<file path="config.mk">
export PLATFORM = sky130hd
export DESIGN_NAME = mmc_sector_sequencer
export DESIGN_NICKNAME = d
export VERILOG_FILES = /design/src/rtl/mmc_sector_sequencer.sv
export SDC_FILE = /design/constraint.sdc
export NUM_CORES = 1
export LEC_CHECK = 0
export CAP_MARGIN = 5
export CORE_ASPECT_RATIO = 1.5
export CORE_MARGIN = 2
export CORE_UTILIZATION = 39
export CTS_CLUSTER_SIZE = 40
export DETAILED_ROUTE_END_ITERATION = 7
export PLACE_DENSITY = 0.84
export SYNTH_ARGS = -nofsm -noshare
export SYNTH_HDL_FRONTEND = slang
export SYNTH_SLANG_ARGS = --single-unit
</file>
<file path="constraint.sdc">
create_clock -name iCLOCK -period 5.81 [get_ports iCLOCK]
set_clock_uncertainty 0.1 [all_clocks]
set_input_delay 0.8715 -clock iCLOCK [delete_from_list [all_inputs] [get_ports iCLOCK]]
set_output_delay 0.8715 -clock iCLOCK [all_outputs]
set_load 0.05 [all_outputs]
</file>
<file path="src/rtl/mmc_sector_sequencer.sv">
// MMC sector sequencer: moves one 512-byte sector between a byte stream and a
// 128x32 word buffer, sharing the buffer with a host port. Define MMC_SEQ_CRC16_EN for the sector CRC16.
module mmc_sector_sequencer (
   input  logic        iCLOCK,
   input  logic        iRESET_SYNC,
   input  logic        iCMD_START_RX,
   input  logic        iCMD_START_TX,
   output logic        oBUSY,
   output logic        oDONE,
   output logic [9:0]  oBYTE_COUNT,
   input  logic        iRX_VALID,
   input  logic [7:0]  iRX_BYTE,
   output logic        oTX_VALID,
   output logic [7:0]  oTX_BYTE,
   input  logic        iTX_READY,
   input  logic        iHOST_REQ,
   input  logic        iHOST_RW,
   input  logic [6:0]  iHOST_ADDR,
   input  logic [3:0]  iHOST_MASK,
   input  logic [31:0] iHOST_DATA,
   output logic        oHOST_ACK,
   output logic [31:0] oHOST_DATA,
   output logic        oBUF_WR_REQ,
   output logic [3:0]  oBUF_WR_MASK,
   output logic [6:0]  oBUF_WR_ADDR,
   output logic [31:0] oBUF_WR_DATA,
   output logic [6:0]  oBUF_RD_ADDR,
   input  logic [31:0] iBUF_RD_DATA,
   output logic [15:0] oCRC16
);

   typedef enum logic [1:0] {
      ST_IDLE = 2'd0,
      ST_RX   = 2'd1,
      ST_TX   = 2'd2,
      ST_DONE = 2'd3
   } state_t;

   state_t      state_p0;
   state_t      state_nxt;
   logic [9:0]  cnt_p0;
   logic        vld_p0;
   logic [31:0] host_data_p0;

   logic [6:0]  word_idx;
   logic [1:0]  lane_idx;
   logic        rx_move;
   logic        tx_move;
   logic        byte_move;
   logic        last_byte;
   logic        start_any;
   logic        host_own;
   logic        host_acc;

   // Big-endian lane pick: lane 0 is the most significant byte.
   function automatic logic [7:0] lane_sel(input logic [31:0] word, input logic [1:0] lane);
      logic [7:0] b;
      case (lane)
         2'd0:    b = word[31:24];
         2'd1:    b = word[23:16];
         2'd2:    b = word[15:8];
         default: b = word[7:0];
      endcase
      return b;
   endfunction

   assign word_idx  = cnt_p0[8:2];
   assign lane_idx  = cnt_p0[1:0];
   assign rx_move   = (state_p0 == ST_RX) && iRX_VALID;
   assign tx_move   = (state_p0 == ST_TX) && iTX_READY;
   assign byte_move = rx_move || tx_move;
   assign last_byte = byte_move && (cnt_p0[8:0] == 9'h1FF);
   assign start_any = (state_p0 == ST_IDLE) && (iCMD_START_RX || iCMD_START_TX);
   assign host_own  = (state_p0 == ST_IDLE) || (state_p0 == ST_DONE);
   // The ack cycle never re-accepts, so a request held into its ack is serviced once.
   assign host_acc  = host_own && iHOST_REQ && !vld_p0 && !start_any;

   always_ff @(posedge iCLOCK) begin
      if (iRESET_SYNC)
         state_p0 <= ST_IDLE;
      else
         state_p0 <= state_nxt;
   end

   always_comb begin
      state_nxt = state_p0;
      case (state_p0)
         ST_IDLE: begin
            if (iCMD_START_RX)
               state_nxt = ST_RX;
            else if (iCMD_START_TX)
               state_nxt = ST_TX;
         end
         ST_RX, ST_TX: begin
            if (last_byte)
               state_nxt = ST_DONE;
         end
         default: state_nxt = ST_IDLE;
      endcase
   end

   always_comb begin
      oBUSY        = 1'b0;
      oDONE        = 1'b0;
      oTX_VALID    = 1'b0;
      oTX_BYTE     = 8'h00;
      oBUF_WR_REQ  = 1'b0;
      oBUF_WR_MASK = 4'hF;
      oBUF_WR_ADDR = iHOST_ADDR;
      oBUF_WR_DATA = iHOST_DATA;
      oBUF_RD_ADDR = iHOST_ADDR;
      case (state_p0)
         ST_RX: begin
            oBUSY        = 1'b1;
            oBUF_WR_REQ  = iRX_VALID;
            oBUF_WR_MASK = ~(4'b1000 >> lane_idx);
            oBUF_WR_ADDR = word_idx;
            oBUF_WR_DATA = {4{iRX_BYTE}};
            oBUF_RD_ADDR = word_idx;
         end
         ST_TX: begin
            oBUSY        = 1'b1;
            oTX_VALID    = 1'b1;
            oTX_BYTE     = lane_sel(iBUF_RD_DATA, lane_idx);
            oBUF_WR_DATA = 32'h0000_0000;
            oBUF_RD_ADDR = word_idx;
         end
         ST_DONE: begin
            oDONE        = 1'b1;
            oBUF_WR_REQ  = host_acc && iHOST_RW;
            oBUF_WR_MASK = iHOST_MASK;
         end
         default: begin
            oBUF_WR_REQ  = host_acc && iHOST_RW;
            oBUF_WR_MASK = iHOST_MASK;
         end
      endcase
   end

   // Stage p0: byte counter, host ack and registered host read data.
   always_ff @(posedge iCLOCK) begin
      if (iRESET_SYNC) begin
         cnt_p0       <= 10'd0;
         vld_p0       <= 1'b0;
         host_data_p0 <= 32'h0000_0000;
      end else begin
         if (start_any)
            cnt_p0 <= 10'd0;
         else if (byte_move)
            cnt_p0 <= cnt_p0 + 10'd1;
         vld_p0 <= host_acc;
         if (host_acc && !iHOST_RW)
            host_data_p0 <= iBUF_RD_DATA;
      end
   end

   assign oBYTE_COUNT = cnt_p0;
   assign oHOST_ACK   = vld_p0;
   assign oHOST_DATA  = host_data_p0;

`ifdef MMC_SEQ_CRC16_EN
   logic [15:0] crc_p0;
   logic [7:0]  crc_byte;

   // Bit-serial CRC16-CCITT, MSB of the byte first.
   function automatic logic [15:0] crc16_byte(input logic [15:0] crc, input logic [7:0] data);
      logic [15:0] c;
      logic        fb;
      c = crc;
      for (int i = 7; i >= 0; i--) begin
         fb = c[15] ^ data[i];
         c  = {c[14:0], 1'b0} ^ (fb ? 16'h1021 : 16'h0000);
      end
      return c;
   endfunction

   assign crc_byte = (state_p0 == ST_RX) ? iRX_BYTE : oTX_BYTE;

   always_ff @(posedge iCLOCK) begin
      if (iRESET_SYNC)
         crc_p0 <= 16'h0000;
      else if (start_any)
         crc_p0 <= 16'h0000;
      else if (byte_move)
         crc_p0 <= crc16_byte(crc_p0, crc_byte);
   end

   assign oCRC16 = crc_p0;
`else
   assign oCRC16 = 16'h0000;
`endif

endmodule

</file>
Yosys cells after proc, flatten, opt, wreduce, memory -nomap -nowiden
Cells that the tools add are included.
{"block": "totals", "elab_cells": 49, "out_inout_bits": 121, "ff_bits": 45, "in_bits": 91}
{"block": "op_classes", "bitwise": 1, "eq_ne": 8, "addsub": 1, "n_reduce_logical": 20, "n_shift": 1, "mux": 14}
{"operator": "32-bit case mux with 2 select lines", "n": 1}
{"operator": "8-bit case mux with 3 select lines", "n": 1}
{"operator": "7-bit 2-to-1 mux", "n": 2}
{"operator": "10-bit by 1-bit adder with 10-bit output, second input constant", "n": 1}
{"operator": "9-bit equality test, second input constant", "n": 1}
{"operator": "1-bit logical AND", "n": 9}
{"operator": "8-bit 2-to-1 mux", "n": 1}
{"operator": "4-bit case mux with 2 select lines", "n": 1}
{"operator": "2-bit equality test, second input constant", "n": 3}
{"operator": "2-bit 2-to-1 mux", "n": 3}
{"operator": "2-bit by 1-bit equality test with 1-bit output, second input constant", "n": 2}
{"operator": "2-bit zero test", "n": 2}
{"operator": "4-bit NOT", "n": 1}
{"operator": "2-bit case mux with 2 select lines", "n": 1}
{"operator": "2-bit OR reduction", "n": 2}
{"operator": "4-bit by 2-bit right shift with 4-bit output, first input constant", "n": 1}
{"operator": "1-bit zero test", "n": 3}
{"operator": "1-bit logical OR", "n": 3}
{"operator": "1-bit 2-to-1 mux", "n": 3}
{"operator": "3-bit inequality test, second input constant", "n": 1}
{"operator": "2-bit by 1-bit inequality test with 1-bit output, second input constant", "n": 1}
{"operator": "1-bit case mux with 2 select lines", "n": 1}
{"operator": "2-bit AND reduction", "n": 1}

Logic depth before layout (Yosys ltp)
Gate-level depths: netlist of run 1.
{"block": "logic_depth", "ltp_word": 7, "mapped_depth": 8}

Least setup slack after synthesis of run 1
OpenSTA, ideal clock, no wires.
{"block": "synth_timing", "path_kind": "register to output", "start": "register state_p0[0]", "end": "output oBUF_WR_DATA[12]", "setup_slack_ns": 2.217, "required_time_ns": 4.839, "path_buffers": 3, "stages_incl_launch_ff": 7, "arrival_time_ns": 2.622, "cell_sequence": "dfxtp_1 inv_1 ha_1 buf_2 buf_2 clkbuf_1 o21ai_0"}
{"block": "synth_via", "elab_chain_cells": 2, "elab_cells_between_ends": 3, "cone_classes": "eq/ne (2); mux (1)"}
{"element": "from (decl)", "line": "39", "rtl": "state_t state_p0;"}
{"element": "from (signal assigned)", "line": "82", "rtl": "state_p0 <= state_nxt;"}
{"element": "2-bit equality test / 2-bit by 1-bit equality test with 1-bit output (equally long branches)", "line": "112", "rtl": "case (state_p0)"}
{"element": "32-bit case mux with 2 select lines *", "line": "112"}
{"element": "to (decl)", "line": "26", "rtl": "output logic [31:0] oBUF_WR_DATA,"}
Every way passes the cells marked *; elsewhere a longest branch is shown, timed or not.

Worst setup path after layout of run 1
{"block": "layout_timing", "start": "register state_p0[0]", "end": "output oBUF_WR_DATA[1]"}
Same word-level chain as after synthesis.

==> results of run 1 <==
## worst paths after layout
path	start	endpoint	depth (start not counted)
worst min register to register	oHOST_DATA[8]	oHOST_DATA[8]	2
worst min-delay path	oHOST_DATA[8]	oHOST_DATA[8]	2
worst max register to register	state_p0[0]	oHOST_DATA[29]	6
worst max-delay path	state_p0[0]	oBUF_WR_DATA[1]	6
## synth_stat cells, drive strengths merged
cell type / instances / area share, %
a21oi: 15 / 2.4
a221oi: 1 / 0.48
a222oi: 8 / 2.6
a22oi: 1 / 0.40
a32o: 1 / 0.32
and2: 1 / 0.20
and3b: 2 / 0.56
buf: 24 / 6.1
clkbuf: 19 / 2.3
clkinv: 1 / 0.12
conb: 1 / 0.12
dfxtp: 45 / 29
ha: 9 / 3.6
inv: 41 / 4.9
mux2: 15 / 5.4
mux2i: 36 / 12
nand2: 19 / 2.3
nand2b: 66 / 13
nand3: 3 / 0.48
nand3b: 1 / 0.24
nand4: 1 / 0.40
nor2: 10 / 1.2
nor2b: 2 / 0.40
nor3: 1 / 0.16
nor3b: 1 / 0.40
nor4: 1 / 0.20
o211a: 8 / 2.6
o21ai: 36 / 5.8
o31ai: 4 / 0.96
or3: 2 / 0.44
or3b: 1 / 0.28
or4: 4 / 0.96
xnor2: 1 / 0.28
## cells by family after synthesis
group	synth area share (%)
simple gates	21.4
other cells	0.120
fa+ha+maj	3.60
mux	16.9
xor+xnor	0.280
buf+inv	13.4
compound gates	15.4
flops	28.8
## routing by layer
| metal | part of all wire [%] | vias up | GRT usage, % | wire [um] |
|---|---|---|---|---|
| met5 | 0 | - | 0 | 0 |
| met2 | 55 | 151 | 45.5 | 5830 |
| li1 | - | 1595 | - | - |
| met1 | 36 | 1515 | 23.3 | 3750 |
| met4 | 2.3 | 0 | 7.26 | 241 |
| met3 | 6.8 | 15 | 5.22 | 721 |
## power groups by stage
stage / logic (uW) / clock network [uW] / registers, uW
after floorplan: 873 / 0 / 467
after detailed placement: 1420 / 0 / 369
final: 1410 / 297 / 362
after global placement: 1400 / 0 / 367
after global routing: 1470 / 316 / 367
after CTS: 1420 / 306 / 363
## area by class of cell
| type | count | share of cell area (%) |
|---|---|---|
| inverters | 42 | 3.05 |
| repair buffers | 197 | 38.0 |
| well taps | 105 | 2.54 |
| clock inverters | 3 | 0.556 |
| clock buffers | 5 | 2.42 |
| flip-flops and latches | 45 | 17.4 |
| multi-input cells | 266 | 36.0 |
## worst max-delay path, delay by kind of cell (launching register included)
kind,cells,cell delay [ns]
adders and majority gates,1,0.69
AOI/OAI and AO/OA,1,0.14
DFF,1,0.36
buffers and inverters,2,0.96
and+or+nand+nor,2,0.58
## sequential cells by signal, summed over array words and instances (netlist names)
register / flops
oHOST_DATA: 32
state_p0: 2
oBYTE_COUNT: 10
oHOST_ACK: 1
## through the flow
step / worst slack [ns] / util (%)
floorplan: 2.22 / -
global placement: 2.11 / 63.5
detailed placement: 2.06 / 63.5
CTS: 1.79 / 65.4
global route: 1.52 / 65.4
finish: 1.83 / 65.4
==> summary.txt, run 1 <==
DR DRC count -> 0
CTS H-tree lvls -> 2
num rows -> 40
Slew Limit Headroom -> 35.2%
CP arrival -> 3.01 ns
critical path peak fanout -> 20
slowest cell delay on critical path -> 0.87 ns
DRT iter0 DRCs -> 209
routed vias/inst -> 4.94
placed instance count -> 655
CTS Buffer Depth -> 2
Post-CTS Setup Repair Bufs -> 0
WP data required -> 4.84 ns
Reg clk slew, reported paths -> 0.07 ns
worst path cell trace -> inv_1 -> ha_1 -> and2_1 -> nand2_1 -> o21ai_0 -> clkdlybuf4s50_1
Seq/Total Area, Yosys -> 28.8%
status -> completed
clock power share -> 14.3%
Hold Path Class -> reg -> reg
Setup crit end kind -> output port
register bit count reported by yosys -> 45
CTS Buf Count -> 5
kind of critical path -> reg -> out
Routed WL per cell -> 15.9 um
core footprint -> 0.00791 mm2
final instance area -> 0.00517 mm2
power density over cell area -> 401 mW/mm2
Logic pwr share -> 68.2%
worst skew pair latency -> 0.29 ns
GRT Total Usage -> 23.0%
num ports -> 212
Final setup viols -> 0
Hold Fails Final Rpt -> 0
total grt overflow -> 0
Worst-Margin Slew -> 0.972 ns
largest net degree at the start of global routing -> 73
via count -> 3276
Die Area -> 0.00877 mm2
fillers -> 690
yosys warns -> 0
commonest non-fill, non-tap cell in the layout -> clkdlybuf4s50_1
Min Hold Slack -> 0.372 ns
share of cells above drive strength 1 -> 5.73%
Cells after Synth -> 381
Critical-path top delay cell -> clkdlybuf4s50_1
antenna viol nets, final -> 0
Max Cap Viol -> 0
Initial Util -> 39.6%
n_diodes -> 0
post-synth cell types -> 38
Area growth, synth to finish -> 65.4%
syn_area_per_cell -> 8.21 um2
dpl cell area -> 0.00502 mm2
die height -> 114 um
IO buf count -> 195
fin nets -> 657
die width -> 77.1 um
post-DP HPWL -> 8320 um
RePlAce Congestion -> 0.784
post-layout min period -> 3.98 ns
first-pass GRT wire length -> 16200 um
Int Power -> 987 uW
First-pass DRT Iterations -> 7
P_sw -> 1090 uW
Multi-input gate area -> 0.00186 mm2
setup TNS -> 0 ns
initial antenna violation count -> 0
Leakage -> 0.00207 uW
Max Freq -> 251 MHz
commonest cells after routing, fill and taps aside -> 195 x clkdlybuf4s50_1, 66 x nand2b_1, 45 x dfxtp_1, 41 x inv_1, 36 x mux2i_1
Seq pwr share -> 17.5%
Post-CTS Hold Buffers -> 0
period utilisation layout -> 68.5%
CTS tree -> done
Sw Ratio -> 52.4%
CTS root buf -> clkbuf_16
Cell Area, Synth -> 0.00313 mm2
final slew viol count -> 0
clk sink count -> 45
type of origin of the critical path -> flop
Power Total -> 2070 uW
Reg2Reg Setup Slack -> 2.88 ns
peak supply drop -> 0.228 mV
total length of routed wires -> 10500 um
RSZ-0062 raised after global routing -> no
post-cts resize count -> 0
Seq. cell area -> 901 um2
vias in the first global route -> 3180
final std cells w/o fill -> 663
No activity file was read; power rests on OpenSTA's default activity.
==> run 2: changes to the inputs <==
CORE_UTILIZATION = 36   (was 39)
PLACE_DENSITY = 0.78   (was 0.84)
clock period = 3.9 ns   (was 5.81 ns; I/O delays follow)
==> run 2 against run 1 <==
  * Power up 64%
  * Utilization fell by 0.065 points
  * Global-route usage increased by 0.16 points
  * Critical endpoint is now oTX_BYTE[4]
  * Sequential cell count is the same
  * Combinational power grew 73%
  * First-iteration DRC count decreased by 14%
  * Sequential power up 49%
  * Highest routed layer unchanged
==> summary.txt, run 2 (synthesis results as in run 1) <==
CTS root buf -> clkbuf_16
Routed WL per cell -> 17.1 um
core footprint -> 0.00841 mm2
GRT Total Usage -> 23.1%
Slew Limit Headroom -> 34.6%
die height -> 118 um
commonest cells after routing, fill and taps aside -> 162 x clkdlybuf4s50_1, 66 x nand2b_1, 45 x dfxtp_1, 41 x inv_1, 36 x mux2i_1
DR DRC count -> 0
r2r worst-path depth -> 6
Max Cap Viol -> 0
first-pass GRT wire length -> 17100 um
num rows -> 41
type of origin of the critical path -> flop
final core utilization -> 65.4%
n_diodes -> 0
IO buf count -> 195
final slew viol count -> 0
post-cts resize count -> 0
clk sink count -> 45
CTS tree -> done
Leakage -> 0.00224 uW
Min Hold Slack -> 0.374 ns
slowest cell delay on critical path -> 0.70 ns
period utilisation layout -> 88.9%
post-layout min period -> 3.47 ns
CP arrival -> 2.78 ns
Reg clk slew, reported paths -> 0.07 ns
largest net degree at the start of global routing -> 73
First-pass DRT Iterations -> 6
hold path depth -> 2
Hold Path Class -> reg -> reg
RSZ-0062 raised after global routing -> no
status -> completed
routed vias/inst -> 5.07
fillers -> 715
Critical-path top delay cell -> clkdlybuf4s50_1
Area growth, synth to finish -> 75.8%
Max Freq -> 288 MHz
Hold Fails Final Rpt -> 0
WP data required -> 3.21 ns
kind of critical path -> reg -> out
Final setup viols -> 0
die width -> 80.1 um
Setup crit end kind -> output port
DRT iter0 DRCs -> 179
CTS Buf Count -> 5
worst skew pair latency -> 0.29 ns
commonest non-fill, non-tap cell in the layout -> clkdlybuf4s50_1
max reg flops -> 32
critical path peak fanout -> 9
CTS Buffer Depth -> 2
vias in the first global route -> 3376
via count -> 3372
total grt overflow -> 0
share of cells above drive strength 1 -> 11.6%
CTS H-tree lvls -> 2
peak supply drop -> 0.391 mV
Post-CTS Setup Repair Bufs -> 0
power density over cell area -> 617 mW/mm2
Worst-Margin Slew -> 0.981 ns
total length of routed wires -> 11400 um
fin nets -> 658
Initial Util -> 37.2%
RePlAce Congestion -> 0.821
post-DP HPWL -> 9050 um
antenna viol nets, final -> 0
setup TNS -> 0 ns
num ports -> 212
Post-CTS Hold Buffers -> 0
initial antenna violation count -> 0
Die Area -> 0.00947 mm2
worst path cell trace -> inv_1 -> ha_1 -> a222oi_1 -> nand2_1 -> o211a_1 -> clkdlybuf4s50_1
[run 2: cell count changes in the layout (fill, tap and decap cells not counted), sizes merged]
| cell | delta |
|---|---|
| clkdlybuf4s50 | -33 |
| clkinv | +1 |
| buf | +34 |
| inv | -2 |
[run 2: through the flow]
step	instances	worst slack [ns]	instance area [um2]	power [uW]
after detailed placement	658	0.615	5360	3000
after floorplan	396	0.593	3180	2000
after global placement	658	0.600	5360	2970
final	665	0.433	5500	3400
after CTS	665	0.396	5500	3420
after global routing	665	0.369	5500	3520
[run 2: power by group]
group          internal [uW]  switching [uW]
registers                509            31.7
logic                    962            1470
clock network            235             183
[run 2: layout make-up]
cell class                 count  area (um2)  share of cell area [%]
inverter                      42         158                    2.87
timing repair buffer         198        2300                    41.9
clock inverter                 2        13.8                   0.250
clock buffer                   5         125                    2.27
multi-input combinational    266        1860                    33.9
tap                          107         134                    2.43
sequential                    45         901                    16.4
[run 2: metal layers]
layer | global-route usage (%) | routed length [um] | vias up
li1 | - | - | 1607
met1 | 21.3 | 3870 | 1574
met2 | 45.1 | 6120 | 169
met3 | 7.10 | 1040 | 22
met4 | 9.11 | 365 | 0
met5 | 0 | 0 | -
[run 2: critical path: cells and delay by family, from the launching register on]
kind                       cells  cell delay [ns]
AOI/OAI and AO/OA              2             0.82
adders and majority gates      1             0.35
buffers and inverters          2             0.81
DFF                            1             0.40
and+or+nand+nor                1             0.11
[run 2: final timing paths]
kind             startpoint  slack [ns]             end
max          oBYTE_COUNT[0]        0.43     oTX_BYTE[4]
min          oHOST_DATA[22]        0.37  oHOST_DATA[22]
max reg2reg     state_p0[1]        1.23   oHOST_DATA[0]
min reg2reg  oHOST_DATA[22]        0.37  oHOST_DATA[22]
